<file path="config.mk">
export PLATFORM = sky130hd
export DESIGN_NAME = painterengine_gpu_blit_walker_flat
export DESIGN_NICKNAME = d
export VERILOG_FILES = /design/src/rtl/painterengine_gpu_blit_walker_if.sv /design/src/rtl/painterengine_gpu_blit_walker.sv /design/src/flat_wrapper.sv
export SDC_FILE = /design/constraint.sdc
export NUM_CORES = 2
export LEC_CHECK = 0
export ABC_AREA = 1
export BUFFER_PORTS_ARGS = -buffer_cell sky130_fd_sc_hd__buf_2
export CORE_MARGIN = 1.5
export CORE_UTILIZATION = 35
export DETAILED_ROUTE_END_ITERATION = 16
export MAX_ROUTING_LAYER = met4
export PLACE_DENSITY = 0.48
export SYNTH_ARGS = -nofsm -noshare
export SYNTH_HDL_FRONTEND = slang
export SYNTH_SLANG_ARGS = --single-unit
</file>
<file path="constraint.sdc">
create_clock -name i_wire_clock -period 23.7 [get_ports i_wire_clock]
set_input_delay 2.37 -clock i_wire_clock [delete_from_list [all_inputs] [get_ports i_wire_clock]]
set_output_delay 2.37 -clock i_wire_clock [all_outputs]
set_load 0.005 [all_outputs]
</file>
<file path="src/rtl/painterengine_gpu_blit_walker_if.sv">
// Beat stream from the blit walker into the texel fetch/blend path.
// One beat per destination pixel; a beat moves when valid && ready.
interface painterengine_gpu_blit_walker_if #(
    parameter int PARAM_TEXTURE_MAX_SIZE = 16,
    parameter int PARAM_ADDRESS_WIDTH    = 32
);
    logic                              valid;
    logic                              ready;
    logic [PARAM_ADDRESS_WIDTH-1:0]    src_addr;
    logic [PARAM_TEXTURE_MAX_SIZE-1:0] dst_x;
    logic [PARAM_TEXTURE_MAX_SIZE-1:0] dst_y;
    logic                              last;

    modport master (
        output valid,
        output src_addr,
        output dst_x,
        output dst_y,
        output last,
        input  ready
    );

    modport slave (
        input  valid,
        input  src_addr,
        input  dst_x,
        input  dst_y,
        input  last,
        output ready
    );
endinterface

</file>
<file path="src/rtl/painterengine_gpu_blit_walker.sv">
// Blit walker: takes a clipped source rectangle plus destination origin and
// emits one beat per pixel (source texel byte address + destination x/y),
// honouring the texture mirror mode in the source traversal order.
// The source address is stepped incrementally (+/-4 per column,
// +/-stride*4 per row); the single multiply happens once in SETUP.
module painterengine_gpu_blit_walker #(
    parameter int PARAM_TEXTURE_MAX_SIZE = 16,
    parameter int PARAM_ADDRESS_WIDTH    = 32
) (
    input  logic                              i_wire_clock,
    input  logic                              i_wire_reset,
    input  logic                              i_wire_start,
    input  logic [PARAM_ADDRESS_WIDTH-1:0]    i_wire_texture_base,
    input  logic [PARAM_TEXTURE_MAX_SIZE-1:0] i_wire_texture_width,
    input  logic [PARAM_TEXTURE_MAX_SIZE-1:0] i_wire_x,
    input  logic [PARAM_TEXTURE_MAX_SIZE-1:0] i_wire_y,
    input  logic [PARAM_TEXTURE_MAX_SIZE-1:0] i_wire_clipx,
    input  logic [PARAM_TEXTURE_MAX_SIZE-1:0] i_wire_clipy,
    input  logic [PARAM_TEXTURE_MAX_SIZE-1:0] i_wire_clipw,
    input  logic [PARAM_TEXTURE_MAX_SIZE-1:0] i_wire_cliph,
    input  logic [2:0]                        i_wire_mirror_mode,
    painterengine_gpu_blit_walker_if.master   beat,
    output logic                              o_wire_busy,
    output logic                              o_wire_done
);
    localparam int TW = PARAM_TEXTURE_MAX_SIZE;
    localparam int AW = PARAM_ADDRESS_WIDTH;
    localparam logic [TW-1:0] ONE_TW = TW'(1);
    localparam logic [AW-1:0] ONE_AW = AW'(1);
    localparam logic [AW-1:0] FOUR   = AW'(4);

    typedef enum logic [1:0] {
        ST_IDLE,
        ST_SETUP,
        ST_EMIT,
        ST_DONE
    } state_t;

    state_t state;
    state_t state_next;

    // Command latched at start (p0) and the beat currently presented (p1).
    logic [AW-1:0] base_p0;
    logic [TW-1:0] stride_p0;
    logic [TW-1:0] x_p0;
    logic [TW-1:0] y_p0;
    logic [TW-1:0] clipx_p0;
    logic [TW-1:0] clipy_p0;
    logic [TW-1:0] clipw_p0;
    logic [TW-1:0] cliph_p0;
    logic [2:0]    mode_p0;

    logic [TW-1:0] col_p1;
    logic [TW-1:0] row_p1;
    logic [AW-1:0] row_addr_p1;
    logic [AW-1:0] src_addr_p1;
    logic [TW-1:0] dst_x_p1;
    logic [TW-1:0] dst_y_p1;
    logic          last_p1;

    logic          valid_c;
    logic          busy_c;
    logic          done_c;

    // Byte address of texel (row, col) in a texture with the given pixel stride.
    function automatic logic [AW-1:0] texel_addr(
        input logic [AW-1:0] base,
        input logic [AW-1:0] row,
        input logic [AW-1:0] col,
        input logic [AW-1:0] stride
    );
        return base + ((row * stride + col) << 2);
    endfunction

    logic          mirror_h;
    logic          mirror_v;
    logic          degenerate;
    logic [AW-1:0] col_step;
    logic [AW-1:0] stride_bytes;
    logic [AW-1:0] row_step;
    logic [AW-1:0] first_col;
    logic [AW-1:0] first_row;
    logic [AW-1:0] first_addr;
    logic [TW-1:0] col_next;
    logic [TW-1:0] row_next;
    logic          col_at_end;
    logic          row_at_end;
    logic          fire;

    // Traversal geometry: start texel and per-column / per-row address steps.
    always_comb begin
        mirror_h     = mode_p0[0];
        mirror_v     = mode_p0[1];
        degenerate   = (clipw_p0 == '0) || (cliph_p0 == '0) || mode_p0[2];
        col_step     = mirror_h ? ('0 - FOUR) : FOUR;
        stride_bytes = AW'(stride_p0) << 2;
        row_step     = mirror_v ? ('0 - stride_bytes) : stride_bytes;
        first_col    = AW'(clipx_p0) + (mirror_h ? (AW'(clipw_p0) - ONE_AW) : '0);
        first_row    = AW'(clipy_p0) + (mirror_v ? (AW'(cliph_p0) - ONE_AW) : '0);
        first_addr   = texel_addr(base_p0, first_row, first_col, AW'(stride_p0));
        col_next     = col_p1 + ONE_TW;
        row_next     = row_p1 + ONE_TW;
        col_at_end   = (col_p1 == clipw_p0 - ONE_TW);
        row_at_end   = (row_p1 == cliph_p0 - ONE_TW);
        fire         = (state == ST_EMIT) && beat.ready;
    end

    // State register.
    always_ff @(posedge i_wire_clock) begin
        if (i_wire_reset) begin
            state <= ST_IDLE;
        end else begin
            state <= state_next;
        end
    end

    // Next-state and status outputs.
    always_comb begin
        state_next = state;
        valid_c    = 1'b0;
        busy_c     = 1'b0;
        done_c     = 1'b0;
        case (state)
            ST_IDLE: begin
                if (i_wire_start) state_next = ST_SETUP;
            end
            ST_SETUP: begin
                busy_c     = 1'b1;
                state_next = degenerate ? ST_DONE : ST_EMIT;
            end
            ST_EMIT: begin
                busy_c  = 1'b1;
                valid_c = 1'b1;
                if (beat.ready && last_p1) state_next = ST_DONE;
            end
            ST_DONE: begin
                done_c = 1'b1;
                if (i_wire_start) state_next = ST_SETUP;
            end
            default: state_next = ST_IDLE;
        endcase
    end

    // Command latch, counters and the registered beat.
    always_ff @(posedge i_wire_clock) begin
        if (i_wire_reset) begin
            base_p0     <= '0;
            stride_p0   <= '0;
            x_p0        <= '0;
            y_p0        <= '0;
            clipx_p0    <= '0;
            clipy_p0    <= '0;
            clipw_p0    <= '0;
            cliph_p0    <= '0;
            mode_p0     <= '0;
            col_p1      <= '0;
            row_p1      <= '0;
            row_addr_p1 <= '0;
            src_addr_p1 <= '0;
            dst_x_p1    <= '0;
            dst_y_p1    <= '0;
            last_p1     <= 1'b0;
        end else begin
            case (state)
                ST_IDLE, ST_DONE: begin
                    last_p1 <= 1'b0;
                    if (i_wire_start) begin
                        base_p0   <= i_wire_texture_base;
                        stride_p0 <= i_wire_texture_width;
                        x_p0      <= i_wire_x;
                        y_p0      <= i_wire_y;
                        clipx_p0  <= i_wire_clipx;
                        clipy_p0  <= i_wire_clipy;
                        clipw_p0  <= i_wire_clipw;
                        cliph_p0  <= i_wire_cliph;
                        mode_p0   <= i_wire_mirror_mode;
                    end
                end
                ST_SETUP: begin
                    col_p1      <= '0;
                    row_p1      <= '0;
                    row_addr_p1 <= first_addr;
                    src_addr_p1 <= first_addr;
                    dst_x_p1    <= x_p0;
                    dst_y_p1    <= y_p0;
                    last_p1     <= (clipw_p0 == ONE_TW) && (cliph_p0 == ONE_TW);
                end
                ST_EMIT: begin
                    if (fire) begin
                        if (last_p1) begin
                            last_p1 <= 1'b0;
                        end else if (col_at_end) begin
                            col_p1      <= '0;
                            row_p1      <= row_next;
                            row_addr_p1 <= row_addr_p1 + row_step;
                            src_addr_p1 <= row_addr_p1 + row_step;
                            dst_x_p1    <= x_p0;
                            dst_y_p1    <= dst_y_p1 + ONE_TW;
                            last_p1     <= (clipw_p0 == ONE_TW) &&
                                           (row_next == cliph_p0 - ONE_TW);
                        end else begin
                            col_p1      <= col_next;
                            src_addr_p1 <= src_addr_p1 + col_step;
                            dst_x_p1    <= dst_x_p1 + ONE_TW;
                            last_p1     <= (col_next == clipw_p0 - ONE_TW) && row_at_end;
                        end
                    end
                end
                default: begin
                    last_p1 <= 1'b0;
                end
            endcase
        end
    end

    assign beat.valid    = valid_c;
    assign beat.src_addr = src_addr_p1;
    assign beat.dst_x    = dst_x_p1;
    assign beat.dst_y    = dst_y_p1;
    assign beat.last     = last_p1;
    assign o_wire_busy   = busy_c;
    assign o_wire_done   = done_c;
endmodule

</file>
<file path="src/flat_wrapper.sv">
// flat-port wrapper written by rule: the top's interface ports become plain ports
module painterengine_gpu_blit_walker_flat 
#(
    parameter int PARAM_TEXTURE_MAX_SIZE = 16,
    parameter int PARAM_ADDRESS_WIDTH    = 32
)
  (i_wire_clock, i_wire_reset, i_wire_start, i_wire_texture_base, i_wire_texture_width, i_wire_x, i_wire_y, i_wire_clipx, i_wire_clipy, i_wire_clipw, i_wire_cliph, i_wire_mirror_mode, o_wire_busy, o_wire_done, beat_valid, beat_src_addr, beat_dst_x, beat_dst_y, beat_last, beat_ready);
  painterengine_gpu_blit_walker_if #(.PARAM_TEXTURE_MAX_SIZE(PARAM_TEXTURE_MAX_SIZE), .PARAM_ADDRESS_WIDTH(PARAM_ADDRESS_WIDTH)) beat_i ();
  input  logic i_wire_clock;
  input  logic i_wire_reset;
  input  logic i_wire_start;
  input  logic [PARAM_ADDRESS_WIDTH-1:0] i_wire_texture_base;
  input  logic [PARAM_TEXTURE_MAX_SIZE-1:0] i_wire_texture_width;
  input  logic [PARAM_TEXTURE_MAX_SIZE-1:0] i_wire_x;
  input  logic [PARAM_TEXTURE_MAX_SIZE-1:0] i_wire_y;
  input  logic [PARAM_TEXTURE_MAX_SIZE-1:0] i_wire_clipx;
  input  logic [PARAM_TEXTURE_MAX_SIZE-1:0] i_wire_clipy;
  input  logic [PARAM_TEXTURE_MAX_SIZE-1:0] i_wire_clipw;
  input  logic [PARAM_TEXTURE_MAX_SIZE-1:0] i_wire_cliph;
  input  logic [2:0] i_wire_mirror_mode;
  output logic o_wire_busy;
  output logic o_wire_done;
  output wire logic [$bits(beat_i.valid)-1:0] beat_valid;
  output wire logic [$bits(beat_i.src_addr)-1:0] beat_src_addr;
  output wire logic [$bits(beat_i.dst_x)-1:0] beat_dst_x;
  output wire logic [$bits(beat_i.dst_y)-1:0] beat_dst_y;
  output wire logic [$bits(beat_i.last)-1:0] beat_last;
  input wire logic [$bits(beat_i.ready)-1:0] beat_ready;
  assign beat_valid = beat_i.valid;
  assign beat_src_addr = beat_i.src_addr;
  assign beat_dst_x = beat_i.dst_x;
  assign beat_dst_y = beat_i.dst_y;
  assign beat_last = beat_i.last;
  assign beat_i.ready = beat_ready;
  painterengine_gpu_blit_walker #(.PARAM_TEXTURE_MAX_SIZE(PARAM_TEXTURE_MAX_SIZE), .PARAM_ADDRESS_WIDTH(PARAM_ADDRESS_WIDTH)) u_core (.i_wire_clock(i_wire_clock), .i_wire_reset(i_wire_reset), .i_wire_start(i_wire_start), .i_wire_texture_base(i_wire_texture_base), .i_wire_texture_width(i_wire_texture_width), .i_wire_x(i_wire_x), .i_wire_y(i_wire_y), .i_wire_clipx(i_wire_clipx), .i_wire_clipy(i_wire_clipy), .i_wire_clipw(i_wire_clipw), .i_wire_cliph(i_wire_cliph), .i_wire_mirror_mode(i_wire_mirror_mode), .beat(beat_i), .o_wire_busy(o_wire_busy), .o_wire_done(o_wire_done));
endmodule
</file>
# After elaboration in Yosys (flattened, before gate mapping)
# Cells that the tools add are included.
[totals]
reg_bits = 278
inputBits = 151
out_inout_bits = 68
elab_cells = 103
[op_classes]
n_addsub = 15
multipliers = 1
eq_ne = 14
mux = 39
n_reduce_logical = 17
[ops]
columns = ["op", "n"]
rows = [
  ["$mux 32", 9],
  ["$mux 16", 12],
  ["$pmux 16 s2", 4],
  ["$pmux 32 s2", 2],
  ["$add 32x32->32", 3],
  ["$add 16x1->16 const B", 4],
  ["$eq 16x16->1", 4],
  ["$sub 16x1->17 const B", 2],
  ["$add 16x32->32", 1],
  ["$eq 16x1->1 const B", 2],
  ["$logic_not 16->1", 2],
  ["$mul 32x16->30", 1],
  ["$sub 16x1->16 const B", 2],
  ["$add 16x30->30", 1],
  ["$add 30x30->30", 1],
  ["$mux 30", 1],
  ["$sub 1x18->19 const A", 1],
  ["$mux 1", 7],
  ["$ne 2x1->1 const B", 3],
  ["$pmux 2 s3", 1],
  ["$logic_and 1x1->1", 5],
  ["$eq 2x2->1 const B", 2],
  ["$mux 2", 2],
  ["$ne 2x2->1 const B", 2],
  ["other kinds (9)", 12],
]

# Longest topological paths before layout
[depth]
depth_word = 7
mapped_depth = 62
mapped_depth_nobuf = 62

# Least setup slack after synthesis
# OpenSTA, ideal clock, no wires.
[synth_path]
path_type = "register -> register"
start = "register u_core.mode_p0[1]"
end = "register u_core.src_addr_p1[31] (netlist: u_core.beat.src_addr[31])"
setup_time_ps = 70
arrival_time_ps = 9108
t_required_ps = 23630
slack_ps = 14523
stages_incl_launch_ff = 54
n_path_buf = 3
synth_period_minus_slack_ps = 9177
path_cell_list = "dfxtp_1 -> clkbuf_1 -> inv_1 -> clkbuf_1 -> clkbuf_1 -> nor2_1 -> ha_1 -> inv_1 -> fa_1 -> inv_1 -> nand2_1 -> nand2_1 -> nand2_1 -> xnor2_1 -> inv_1 -> nor2_1 -> fa_1 -> inv_1 -> (+18 left out) -> o21ai_0 -> a21oi_1 -> xnor2_1 -> ha_1 -> nand2_1 -> nor2_1 -> nand2_1 -> nor4_1 -> nand2_1 -> nand2_1 -> inv_1 -> nand3_1 -> nand2_1 -> nand3_1 -> nand2_1 -> nand2_1 -> nand3_1 -> a21oi_1"
[synth_between]
elab_chain_len = 6
word_cells_on_any_way = 11
classes_between = "add/sub (4); mul (1); mux (6)"
[synth_lines]
columns = ["item", "line_no", "text"]
rows = [
  ["from (decl)", "painterengine_gpu_blit_walker.sv:51", "logic [2:0] mode_p0;"],
  ["from (signal assigned)", "painterengine_gpu_blit_walker.sv:176", "mode_p0 <= i_wire_mirror_mode;"],
  ["$mux 32 (on tied branches)", "painterengine_gpu_blit_walker.sv:99, painterengine_gpu_blit_walker.sv:97", ""],
  ["$add 16x32->32 / $add 32x32->32 (equally long branches)", "painterengine_gpu_blit_walker.sv:99, painterengine_gpu_blit_walker.sv:196", ""],
  ["$mul 32x16->30 / $mux 32 (equally long branches)", "painterengine_gpu_blit_walker.sv:72, painterengine_gpu_blit_walker.sv:192", ""],
  ["$add 30x30->30 / $mux 32 (equally long branches)", "painterengine_gpu_blit_walker.sv:72, painterengine_gpu_blit_walker.sv:190", ""],
  ["$add 32x32->32 / $mux 32 (equally long branches)", "painterengine_gpu_blit_walker.sv:72, painterengine_gpu_blit_walker.sv:189", ""],
  ["$pmux 32 s2 (*)", "painterengine_gpu_blit_walker.sv:164", "case (state)"],
  ["to (signal assigned)", "painterengine_gpu_blit_walker.sv:183", "src_addr_p1 <= first_addr;"],
  ["to (signal assigned)", "painterengine_gpu_blit_walker.sv:196", "src_addr_p1 <= row_addr_p1 + row_step;"],
  ["to (signal assigned)", "painterengine_gpu_blit_walker.sv:203", "src_addr_p1 <= src_addr_p1 + col_step;"],
  ["to (decl)", "painterengine_gpu_blit_walker.sv:56", "logic [AW-1:0] src_addr_p1;"],
]
# Mark *: on every way between the ends. The rest lies on a longest branch, timed or not. The select of a mux whose other input is x is not followed.
# A chain may end at the register's enable or synchronous reset.

# Worst setup path after layout
[layout_path]
start = "register u_core.cliph_p0[0]"
end = "register u_core.src_addr_p1[22] (netlist: u_core.beat.src_addr[22])"
[layout_between]
elab_chain_len = 7
[layout_lines]
columns = ["item", "line_no", "text"]
rows = [
  ["from (decl)", "painterengine_gpu_blit_walker.sv:50", "logic [TW-1:0] cliph_p0;"],
  ["from (signal assigned)", "painterengine_gpu_blit_walker.sv:175", "cliph_p0 <= i_wire_cliph;"],
  ["$sub 16x1->17", "painterengine_gpu_blit_walker.sv:99", "first_row = AW'(clipy_p0) + (mirror_v ? (AW'(cliph_p0) - ONE_AW) : '0);"],
  ["$mux 32", "painterengine_gpu_blit_walker.sv:99", ""],
  ["$add 16x32->32", "painterengine_gpu_blit_walker.sv:99", ""],
  ["$mul 32x16->30", "painterengine_gpu_blit_walker.sv:72", "return base + ((row * stride + col) << 2);"],
  ["$add 30x30->30", "painterengine_gpu_blit_walker.sv:72", ""],
  ["$add 32x32->32", "painterengine_gpu_blit_walker.sv:72", ""],
  ["$pmux 32 s2", "painterengine_gpu_blit_walker.sv:164", ""],
]
# No other way between the ends.

==> flow_summary.toml <==
[timing]
hold_viol = 0
clock_skew_ns = 0.0221
timing.slew.headroom = 0.290
max_freq_mhz = 87.3
drv_slew = 0
finalSetupViolCount = 0
finalCriticalPeriod_ns = 11.45
tns_ns = 0
period_share = 0.483
rsz0062_at_grt = "no"
worst_pin_slew_ns = 1.06

[detailed_routing]
dr.pass1.iters = 5
route.detailed.wl_per_inst_um = 19.8
via_per_inst = 4.99
drt_iter0_markers = 2033
post-route-drc-count = 0
vias = 28800
antenna_left = 0
wl_um = 114000

[clock_network]
postCtsHoldBufs = 0
clkTransAtPathRegs_ns = 0.06
cts_tree = "built"
clkLatencyLatePin_ns = 0.58
cts_buffer_depth = 3
cts-resized-gates = 0
numCtsBuffers = 37
clock_sinks = 278
post_cts_buffers = 0
htree_levels = 2
clockRootBuffer = "clkbuf_16"

[synth]
netlist_area_um2 = 31000
synth_nets = 5088
synth_top_family_by_area = "adder cells"
yosysTopAreaCellShare = 0.208
netlist_instances = 4416
async_reset_ff_frac = 0
ys_ff_latch = 278
synth_cell_types = 55
synth-adder-area-share = 0.288
synthSimpleGateAreaFrac = 0.228
synth_edf_count = 0
muxShareOfSynthArea = 0.000323
synth_ff_type = "dfxtp_1"
syn_avg_cell_area_um2 = 7.03
yosysSeqAreaShare = 0.179
synth.largest_area_cell = "fa_1"
ys_warn_count = 0
synth_compound_area_frac = 0.132
synth_xor_area_frac = 0.0579
synth_area_leaders = "fa_1, dfxtp_1, nand2_1, inv_1, ha_1"

[job]
drv_cap = 0

[grt]
antenna_found_initial = 10
grt_first_pass_wirelength_um = 174000
grt_pass1_vias = 29200
grt_start_max_net_pins = 175
gr-total-overflow = 0
grt_usage = 0.262

[cells_and_area]
drive_above_1_share = 0.0856
fillers = 9677
area_growth_pct = 11.5
most-common-layout-cells = "nand2_1, inv_1, nor2_1"
mostFrequentLayoutCell = "nand2_1"
final_nets = 5236

[placed_design]
gp_congestion = 0.963
hpwl_um = 89700
port_buffers = 218

[hold_path]
hold_path_class = "reg2reg"
hold_start = "u_core.y_p0[10]$_SDFFE_PP0P_"

[worst_setup_path]
endpoint_kind = "flip-flop"
cpPeakStageDelay_ns = 0.80
cp_max_fo = 9
required_ns = 24.15
start_kind = "flip-flop"
crit_type = "reg2reg"
crit_arrival_ns = 11.91
rr_startpoint = "u_core.cliph_p0[0]$_SDFFE_PP0P_"
slowest_stage = "xor2_1"
critPathLaunch = "u_core.cliph_p0[0]$_SDFFE_PP0P_"

[floorplan]
die_w_um = 301
die_h_um = 301
initial_core_util = 0.352
die-area_um2 = 90500
io_pins = 219
rows = 109
core_area_um2 = 88100

[run_status]
status = "finished, final reports clean"
## synthesized netlist by cell type (3+ instances only)
cell type  number
nand2_1       770
inv_1         762
nor2_1        648
o21ai_0       339
fa_1          323
dfxtp_1       278
a21oi_1       265
ha_1          198
nand3_1       144
xor2_1        138
clkbuf_1      124
xnor2_1        57
nor3_1         48
a31oi_1        34
nand4_1        32
or2_2          20
o21ai_1        16
a21o_1         15
clkinv_1       15
nand3b_1       15
nor4_1         15
inv_2          14
o21bai_1       13
buf_2          12
o211ai_1       12
nor2_2         11
o21a_1          9
a211oi_1        8
buf_1           8
o22ai_1         7
o32ai_1         7
nor3b_1         5
o221ai_1        5
a21boi_0        4
nand2_2         4
o2111ai_1       4
xor2_2          4
a211oi_2        3
and2_1          3
and3_1          3
buf_6           3
## sequential cells by signal, summed over array words and instances, names as in the netlist
| name | count |
|---|---|
| u_core.base_p0 | 32 |
| u_core.beat.dst_x | 16 |
| u_core.beat.dst_y | 16 |
| u_core.beat.last | 1 |
| u_core.beat.src_addr | 32 |
| u_core.cliph_p0 | 16 |
| u_core.clipw_p0 | 16 |
| u_core.clipx_p0 | 16 |
| u_core.clipy_p0 | 16 |
| u_core.col_p1 | 16 |
| u_core.mode_p0 | 3 |
| u_core.row_addr_p1 | 32 |
| u_core.row_p1 | 16 |
| u_core.state | 2 |
| u_core.stride_p0 | 16 |
| u_core.x_p0 | 16 |
| u_core.y_p0 | 16 |
## worst max-delay path: cells and delay by family, from the launching register on
family	cells	cell delay (ns)
AO/OA/AOI/OAI	11	2.65
XOR/XNOR	3	1.38
adder cells (fa/ha/maj)	9	3.84
buffers and inverters	5	0.99
flip-flops	1	0.35
AND/OR/NAND/NOR	14	2.10
## layout make-up
class                      instances  area [µm²]  share of cell area
timing repair buffer             256        1390              0.0401
tap                             1165        1460              0.0421
sequential                       278        5570               0.161
antenna                           11        27.5            0.000795
inverter                         791        2980              0.0860
multi-input combinational       3200       21900               0.633
clock inverter                    26         290             0.00839
clock buffer                      41         982              0.0284
## logic make-up after synthesis
kind of cell	after synthesis
xor+xnor	200
mux	1
fa+ha+maj	521
buf+inv	938
compound gates	752
simple gates	1726
flops	278
## through the flow
stage | utilization | area, µm² | setup slack [ns] | hold slack (ns) | std cells
2_1_floorplan | - | 31000 | 14.52 | 0.425 | 4416
5_1_grt | 0.393 | 34600 | 11.39 | 0.474 | 5767
4_1_cts | 0.393 | 34600 | 12.38 | 0.453 | 5757
6_report | 0.393 | 34600 | 12.25 | 0.455 | 5768
3_5_place_dp | 0.378 | 33300 | 12.46 | 0.443 | 5690
3_3_place_gp | 0.378 | 33300 | 12.51 | 0.440 | 5690
## final timing paths
kind                                            to  slack [ns]  cells past startpoint
max reg2reg  u_core.beat.src_addr[22]$_SDFFE_PP0P_       12.25                     42
max          u_core.beat.src_addr[22]$_SDFFE_PP0P_       12.25                     42
min reg2reg           u_core.y_p0[10]$_SDFFE_PP0P_        0.46                      2
min                   u_core.y_p0[10]$_SDFFE_PP0P_        0.46                      2
## per-layer routing
layer  share of wire  vias to the layer above  global-route usage
li1                -                    14200                   -
met5               0                        -                   -
met3           0.066                      154              0.0475
met4           0.028                        0              0.0683
met1            0.44                    13700               0.331
met2            0.47                      813               0.430
Power is not shown: default switching activity piles up to over one toggle a cycle in this logic, so the estimate is an artifact.
